**config.mk**
```make
export PLATFORM = sky130hd
export DESIGN_NAME = dig_clock_display
export DESIGN_NICKNAME = d
export VERILOG_FILES = /design/src/rtl/dig_clock_pkg.sv /design/src/rtl/dig_clock_display_bin2bcd_2d.sv /design/src/rtl/dig_clock_display.sv
export SDC_FILE = /design/constraint.sdc
export NUM_CORES = 1
export LEC_CHECK = 0
export CAP_MARGIN = 20
export CORE_MARGIN = 1
export CORE_UTILIZATION = 65
export DETAILED_ROUTE_END_ITERATION = 7
export GPL_ROUTABILITY_DRIVEN = 1
export PLACE_DENSITY = 0.91
export SYNTH_ARGS = -nofsm -noshare
export SYNTH_HDL_FRONTEND = slang
export SYNTH_HIERARCHICAL = 1
export SYNTH_SLANG_ARGS = --single-unit
export TNS_END_PERCENT = 100
```
**constraint.sdc**
```tcl
create_clock -name clk -period 9.2 [get_ports clk]
set_input_delay 1.38 -clock clk [delete_from_list [all_inputs] [get_ports clk]]
set_output_delay 1.38 -clock clk [all_outputs]
set_load 0.02 [all_outputs]
```
**src/rtl/dig_clock_pkg.sv**
```systemverilog
// Shared constants for the clock display: segment patterns, digit slots,
// field widths and range limits, plus the BCD-digit to segment encoder.
package dig_clock_pkg;

    localparam int SEC_W = 6;
    localparam int MIN_W = 6;
    localparam int HR_W  = 5;

    // Digit slot numbering; slot 0 is the rightmost digit on the board.
    localparam logic [1:0] DIG_RIGHT_UNITS = 2'd0;
    localparam logic [1:0] DIG_RIGHT_TENS  = 2'd1;
    localparam logic [1:0] DIG_LEFT_UNITS  = 2'd2;
    localparam logic [1:0] DIG_LEFT_TENS   = 2'd3;

    // Exclusive upper bounds for each field.
    localparam logic [5:0] LIMIT_MIN_SEC = 6'd60;
    localparam logic [5:0] LIMIT_HR      = 6'd24;

    // Active-low {g,f,e,d,c,b,a} patterns.
    localparam logic [6:0] SEG_BLANK = 7'b1111111;
    localparam logic [6:0] SEG_DASH  = 7'b0111111;
    localparam logic [6:0] SEG_DIGIT [0:9] = '{
        7'b1000000, 7'b1111001, 7'b0100100, 7'b0110000, 7'b0011001,
        7'b0010010, 7'b0000010, 7'b1111000, 7'b0000000, 7'b0010000
    };

    // Map one BCD digit to its segment pattern; non-decimal codes go dark.
    function automatic logic [6:0] seg_encode(input logic [3:0] d);
        logic [6:0] code;
        case (d)
            4'd0:    code = SEG_DIGIT[0];
            4'd1:    code = SEG_DIGIT[1];
            4'd2:    code = SEG_DIGIT[2];
            4'd3:    code = SEG_DIGIT[3];
            4'd4:    code = SEG_DIGIT[4];
            4'd5:    code = SEG_DIGIT[5];
            4'd6:    code = SEG_DIGIT[6];
            4'd7:    code = SEG_DIGIT[7];
            4'd8:    code = SEG_DIGIT[8];
            4'd9:    code = SEG_DIGIT[9];
            default: code = SEG_BLANK;
        endcase
        return code;
    endfunction

endpackage

```
**src/rtl/dig_clock_display_bin2bcd_2d.sv**
```systemverilog
// Two-digit binary to BCD split for one display field, with a range flag.
module bin2bcd_2d
    import dig_clock_pkg::*;
(
    input  logic [5:0] value,
    input  logic [5:0] limit,
    output logic [3:0] tens,
    output logic [3:0] units,
    output logic       invalid
);

    // Divide by ten for the digits and compare against the field's limit.
    always_comb begin
        tens    = 4'(value / 6'd10);
        units   = 4'(value % 6'd10);
        invalid = (value >= limit);
    end

endmodule

```
**src/rtl/dig_clock_display.sv**
```systemverilog
// Four-digit multiplexed 7-segment driver for HH:MM / MM:SS with a blinking
// colon. Inputs are snapshotted once per frame so a frame never mixes values.
module dig_clock_display
    import dig_clock_pkg::*;
#(
    parameter int SCAN_DIV   = 100000,
    parameter int BLINK_DIV  = 50000000,
    parameter bit BLANK_LEAD = 1'b1
) (
    input  logic              clk,
    input  logic              reset,
    input  logic [SEC_W-1:0]  seconds,
    input  logic [MIN_W-1:0]  minutes,
    input  logic [HR_W-1:0]   hours,
    input  logic              show_seconds,
    output logic [3:0]        an,
    output logic [6:0]        seg,
    output logic              dp
);

    localparam int SCAN_W  = $clog2(SCAN_DIV);
    localparam int BLINK_W = $clog2(BLINK_DIV);

    logic [SCAN_W-1:0]  scan_cnt_r;
    logic [1:0]         digit_sel_r;
    logic [BLINK_W-1:0] blink_cnt_r;
    logic               colon_on_r;

    logic [SEC_W-1:0]   sec_r;
    logic [MIN_W-1:0]   min_r;
    logic [HR_W-1:0]    hr_r;
    logic               show_sec_r;

    logic [3:0]         an_r;
    logic [6:0]         seg_r;
    logic               dp_r;

    logic               scan_tc_s;
    logic               blink_tc_s;
    logic               snapshot_s;

    logic [5:0]         left_val_s;
    logic [5:0]         left_lim_s;
    logic [5:0]         right_val_s;
    logic [3:0]         left_tens_s;
    logic [3:0]         left_units_s;
    logic               left_inv_s;
    logic [3:0]         right_tens_s;
    logic [3:0]         right_units_s;
    logic               right_inv_s;

    logic [3:0]         an_next_s;
    logic [6:0]         seg_next_s;
    logic               dp_next_s;

    // Terminal-count decodes; the snapshot lands as the last digit finishes.
    always_comb begin
        scan_tc_s  = (scan_cnt_r == SCAN_W'(SCAN_DIV - 1));
        blink_tc_s = (blink_cnt_r == BLINK_W'(BLINK_DIV - 1));
        snapshot_s = scan_tc_s && (digit_sel_r == DIG_LEFT_TENS);
    end

    // Digit dwell counter and digit selector.
    always_ff @(posedge clk) begin
        if (reset) begin
            scan_cnt_r  <= {SCAN_W{1'b0}};
            digit_sel_r <= 2'd0;
        end else if (scan_tc_s) begin
            scan_cnt_r  <= {SCAN_W{1'b0}};
            digit_sel_r <= digit_sel_r + 2'd1;
        end else begin
            scan_cnt_r  <= scan_cnt_r + SCAN_W'(1);
        end
    end

    // Colon half-period counter; colon starts lit after reset.
    always_ff @(posedge clk) begin
        if (reset) begin
            blink_cnt_r <= {BLINK_W{1'b0}};
            colon_on_r  <= 1'b1;
        end else if (blink_tc_s) begin
            blink_cnt_r <= {BLINK_W{1'b0}};
            colon_on_r  <= ~colon_on_r;
        end else begin
            blink_cnt_r <= blink_cnt_r + BLINK_W'(1);
        end
    end

    // Frame shadow registers, loaded only at the frame boundary.
    always_ff @(posedge clk) begin
        if (reset) begin
            sec_r      <= {SEC_W{1'b0}};
            min_r      <= {MIN_W{1'b0}};
            hr_r       <= {HR_W{1'b0}};
            show_sec_r <= 1'b0;
        end else if (snapshot_s) begin
            sec_r      <= seconds;
            min_r      <= minutes;
            hr_r       <= hours;
            show_sec_r <= show_seconds;
        end
    end

    // Pick which quantities feed the left and right fields.
    always_comb begin
        if (show_sec_r) begin
            left_val_s  = min_r;
            left_lim_s  = LIMIT_MIN_SEC;
            right_val_s = sec_r;
        end else begin
            left_val_s  = {1'b0, hr_r};
            left_lim_s  = LIMIT_HR;
            right_val_s = min_r;
        end
    end

    bin2bcd_2d u_left (
        .value   (left_val_s),
        .limit   (left_lim_s),
        .tens    (left_tens_s),
        .units   (left_units_s),
        .invalid (left_inv_s)
    );

    bin2bcd_2d u_right (
        .value   (right_val_s),
        .limit   (LIMIT_MIN_SEC),
        .tens    (right_tens_s),
        .units   (right_units_s),
        .invalid (right_inv_s)
    );

    // Segment pattern, anode pattern and colon for the selected digit.
    always_comb begin
        seg_next_s = SEG_BLANK;
        an_next_s  = 4'b1111;
        case (digit_sel_r)
            DIG_RIGHT_UNITS: begin
                an_next_s  = 4'b1110;
                seg_next_s = right_inv_s ? SEG_DASH : seg_encode(right_units_s);
            end
            DIG_RIGHT_TENS: begin
                an_next_s  = 4'b1101;
                seg_next_s = right_inv_s ? SEG_DASH : seg_encode(right_tens_s);
            end
            DIG_LEFT_UNITS: begin
                an_next_s  = 4'b1011;
                seg_next_s = left_inv_s ? SEG_DASH : seg_encode(left_units_s);
            end
            DIG_LEFT_TENS: begin
                an_next_s = 4'b0111;
                if (left_inv_s) begin
                    seg_next_s = SEG_DASH;
                end else if (BLANK_LEAD && !show_sec_r && (left_tens_s == 4'd0)) begin
                    seg_next_s = SEG_BLANK;
                end else begin
                    seg_next_s = seg_encode(left_tens_s);
                end
            end
            default: begin
                an_next_s  = 4'b1111;
                seg_next_s = SEG_BLANK;
            end
        endcase
        dp_next_s = ~((digit_sel_r == DIG_LEFT_UNITS) && colon_on_r);
    end

    // Registered display outputs.
    always_ff @(posedge clk) begin
        if (reset) begin
            an_r  <= 4'b1111;
            seg_r <= SEG_BLANK;
            dp_r  <= 1'b1;
        end else begin
            an_r  <= an_next_s;
            seg_r <= seg_next_s;
            dp_r  <= dp_next_s;
        end
    end

    assign an  = an_r;
    assign seg = seg_r;
    assign dp  = dp_r;

endmodule

```
==> results.toml <==
[synth]
synth_edf_count = 0
synthArstFlopShare_pct = 0
ys_types = 67
synth.avg_cell_area_sq_um = 8.356
synthCells = 607
seq_area_frac_synth_pct = 30.00
synth_ff_type = "dfxtp_1"
ys_ff_latch = 76
yosys_warnings = 6
syn_area_sq_um = 5072

[power]
p_switching_mw = 0.1473
p_leak_nw = 2.179
internal-power_mw = 0.5045
power_mw = 0.6518
clockPowerShare_pct = 42.8
p_per_area_nw_per_um2 = 116.9
comb_power_share_pct = 5.6
seqPwrFrac_pct = 51.5
switching_share_pct = 22.60
ir_drop_uv = 134.1

[hold_path]
whs_endpoint = "dp"
min_path_type = "flip-flop to flip-flop"
whs_path_depth = 1
worstHoldStart = "colon_on_r"

[critical_path]
reg2reg_to = "seg[4]"
worst_setup_path_end_kind = "flip-flop"
reg2reg_from = "show_sec_r"
reg2reg_depth = 13
arrival_ns = 3.82
cp.required_ns = 9.42
cp-start-kind = "flip-flop"
path_max_fanout = 16
path_class = "flip-flop to flip-flop"
reg2reg_slack_ns = 5.59

[routing]
avgViaCountPerCell = 5.839
via_count = 4274
wirelength_um = 10610
drt.antenna.violating_nets = 0
first_pass_iters = 5
drtIter0Drc = 290
wl_per_cell_um = 14.49
remaining_drc_errors = 0

[clock_network]
post_cts_resize_count = 0
clkLatencyLatePin_ns = 0.36
cts_max_path_buffers = 2
cts-root-buf = "clkbuf_8"
htreeDepth = 3
numCtsBuffers = 9
postCtsSetupBuffers = 0
cts_hold_buf = 0
clock_sinks = 76
clk_pin_slew_ns = 0.08
cts_tree = "yes"

[die]
row_count = 31
start_util_pct = 68.47
coreArea_sq_um = 7408
ios = 32
dieWidth_um = 90.34
die_height_um = 90.34
dieArea_sq_um = 8161

[timing]
finalSetupViolCount = 0
drv_slew = 0
hold_viol = 0
max_freq_ghz = 0.2771
slew_headroom_pct = 46.67
setup_tns_ns = 0
skew_ns = 0.01763
fin_crit_ns = 3.609
fin_crit_sh_pct = 39.22
tightestPinTransition_ns = 0.7777
rsz0062_at_grt = "no"
layout_setup_ws_ns = 5.591

[grt]
grt_pass1_vias = 4146
grt_overflow_total = 0
antenna_found_initial = 0
grt_first_pass_wirelength_um = 18590
gr-usage-all-layers_pct = 27.46
grt_max_degree = 38

[layout]
diodes = 0
n_fill_cell = 511
final_common_cell = "nor2_1"
layout-drive-gt1-share_pct = 6.477
utilization_pct = 75.26
layout.nets = 691
area_delta_synth_final_pct = 9.916
final_cell_mix = "nor2_1 (92), dfxtp_1 (76), ha_1 (43)"

[flow_run]
cap_violations = 0

[placed_design]
gp_congestion = 0.9219
pre_cts_slack_ns = 5.704
dp_hpwl_um = 7736
io_buffers = 31

[run_status]
status = "finished, final reports clean"
[how the worst max path moves through the flow]
stage / startpoint / to / slack [ns] / depth (start not counted)
CTS: show_sec_r / seg[4] / 5.69 / 13
global route: show_sec_r / seg[4] / 5.29 / 13
floorplan: show_sec_r / seg[4] / 5.84 / 15
global placement: show_sec_r / seg[4] / 5.90 / 13
finish: show_sec_r / seg[4] / 5.59 / 13
detailed placement: show_sec_r / seg[4] / 5.70 / 13
[sequential cells by signal, summed over array words and instances (netlist names)]
| signal | flops |
|---|---|
| an | 4 |
| blink_cnt_r | 26 |
| colon_on_r | 1 |
| digit_sel_r | 2 |
| dp | 1 |
| hr_r | 5 |
| min_r | 6 |
| scan_cnt_r | 17 |
| sec_r | 6 |
| seg | 7 |
| show_sec_r | 1 |
[synth_stat cells (4+ instances only)]
cell / count / area, sq um
a21oi_1: 20 / 100.1
a31oi_1: 5 / 31.28
and4_1: 4 / 35.03
buf_2: 5 / 25.02
buf_4: 6 / 45.04
buf_6: 4 / 45.04
clkbuf_1: 14 / 52.55
conb_1: 4 / 15.01
dfxtp_1: 76 / 1521
ha_1: 43 / 538.0
inv_1: 37 / 138.9
mux2_2: 11 / 123.9
mux2i_1: 30 / 300.3
nand2_1: 34 / 127.6
nand2b_1: 19 / 118.9
nand3_1: 18 / 90.09
nand3b_1: 6 / 45.04
nand4_1: 17 / 106.4
nor2_1: 92 / 345.3
nor2b_1: 4 / 25.02
nor3_1: 5 / 25.02
nor4_1: 4 / 25.02
o21a_1: 5 / 37.54
o21ai_0: 30 / 150.1
xnor2_1: 30 / 262.8
xor2_1: 19 / 166.4
[logic make-up (layout without fill, tap and decap cells)]
family / Yosys count / count (layout) / share of synthesized area, %
buffers and inverters: 68 / 86 / 6.512
muxes: 42 / 42 / 8.658
and+or+nand+nor: 230 / 230 / 23.04
AOI/OAI and AO/OA: 95 / 95 / 12.43
other: 4 / 12 / 0.2959
DFF: 76 / 76 / 30.00
xor gates and xnor gates: 49 / 49 / 8.461
adders and majority gates: 43 / 43 / 10.61
[layer usage]
metal,GRT usage [%],up-vias,wire length [um]
li1,-,2117,-
met1,34.90,1979,4711
met2,45.67,153,5081
met3,6.229,25,610
met4,9.543,0,206
met5,0,-,0
[worst max-delay path, cell delays in order, from the launching register on]
cell and delay, ns:
dfxtp_1 0.69, mux2_2 0.48, nor2b_1 0.33, xnor2_1 0.11
mux2i_1 0.22, ha_1 0.24, inv_1 0.07, and2_1 0.14
a221o_1 0.44, nor2_1 0.15, a21oi_1 0.05, o311a_1 0.30
nor3_1 0.13, a32oi_1 0.12
[area by class of cell]
| cell class | instances | area [sq um] | area share, % |
|---|---|---|---|
| clock buffer | 11 | 131.4 | 2.356 |
| clock inverter | 5 | 83.83 | 1.504 |
| inverter | 37 | 138.9 | 2.491 |
| multi-input combinational | 471 | 3251 | 58.30 |
| sequential | 76 | 1521 | 27.29 |
| tap | 99 | 123.9 | 2.222 |
| timing repair buffer | 33 | 325.3 | 5.835 |
[metrics by stage]
step	area, sq um	cells	hold WS, ns
finish	5575	732	0.4296
global route	5575	732	0.4496
CTS	5575	732	0.4313
detailed placement	5360	716	0.4150
global placement	5360	716	0.4123
floorplan	5102	615	0.3957
[power by group through the flow]
stage               clock network, mW  registers, mW  logic (mW)
floorplan                           0          0.345      0.0198
detailed placement                  0          0.343      0.0360
global route                    0.299          0.336      0.0410
global placement                    0          0.343      0.0348
CTS                             0.282          0.336      0.0362
finish                          0.279          0.336      0.0368
No activity file was read; power rests on OpenSTA's default activity.
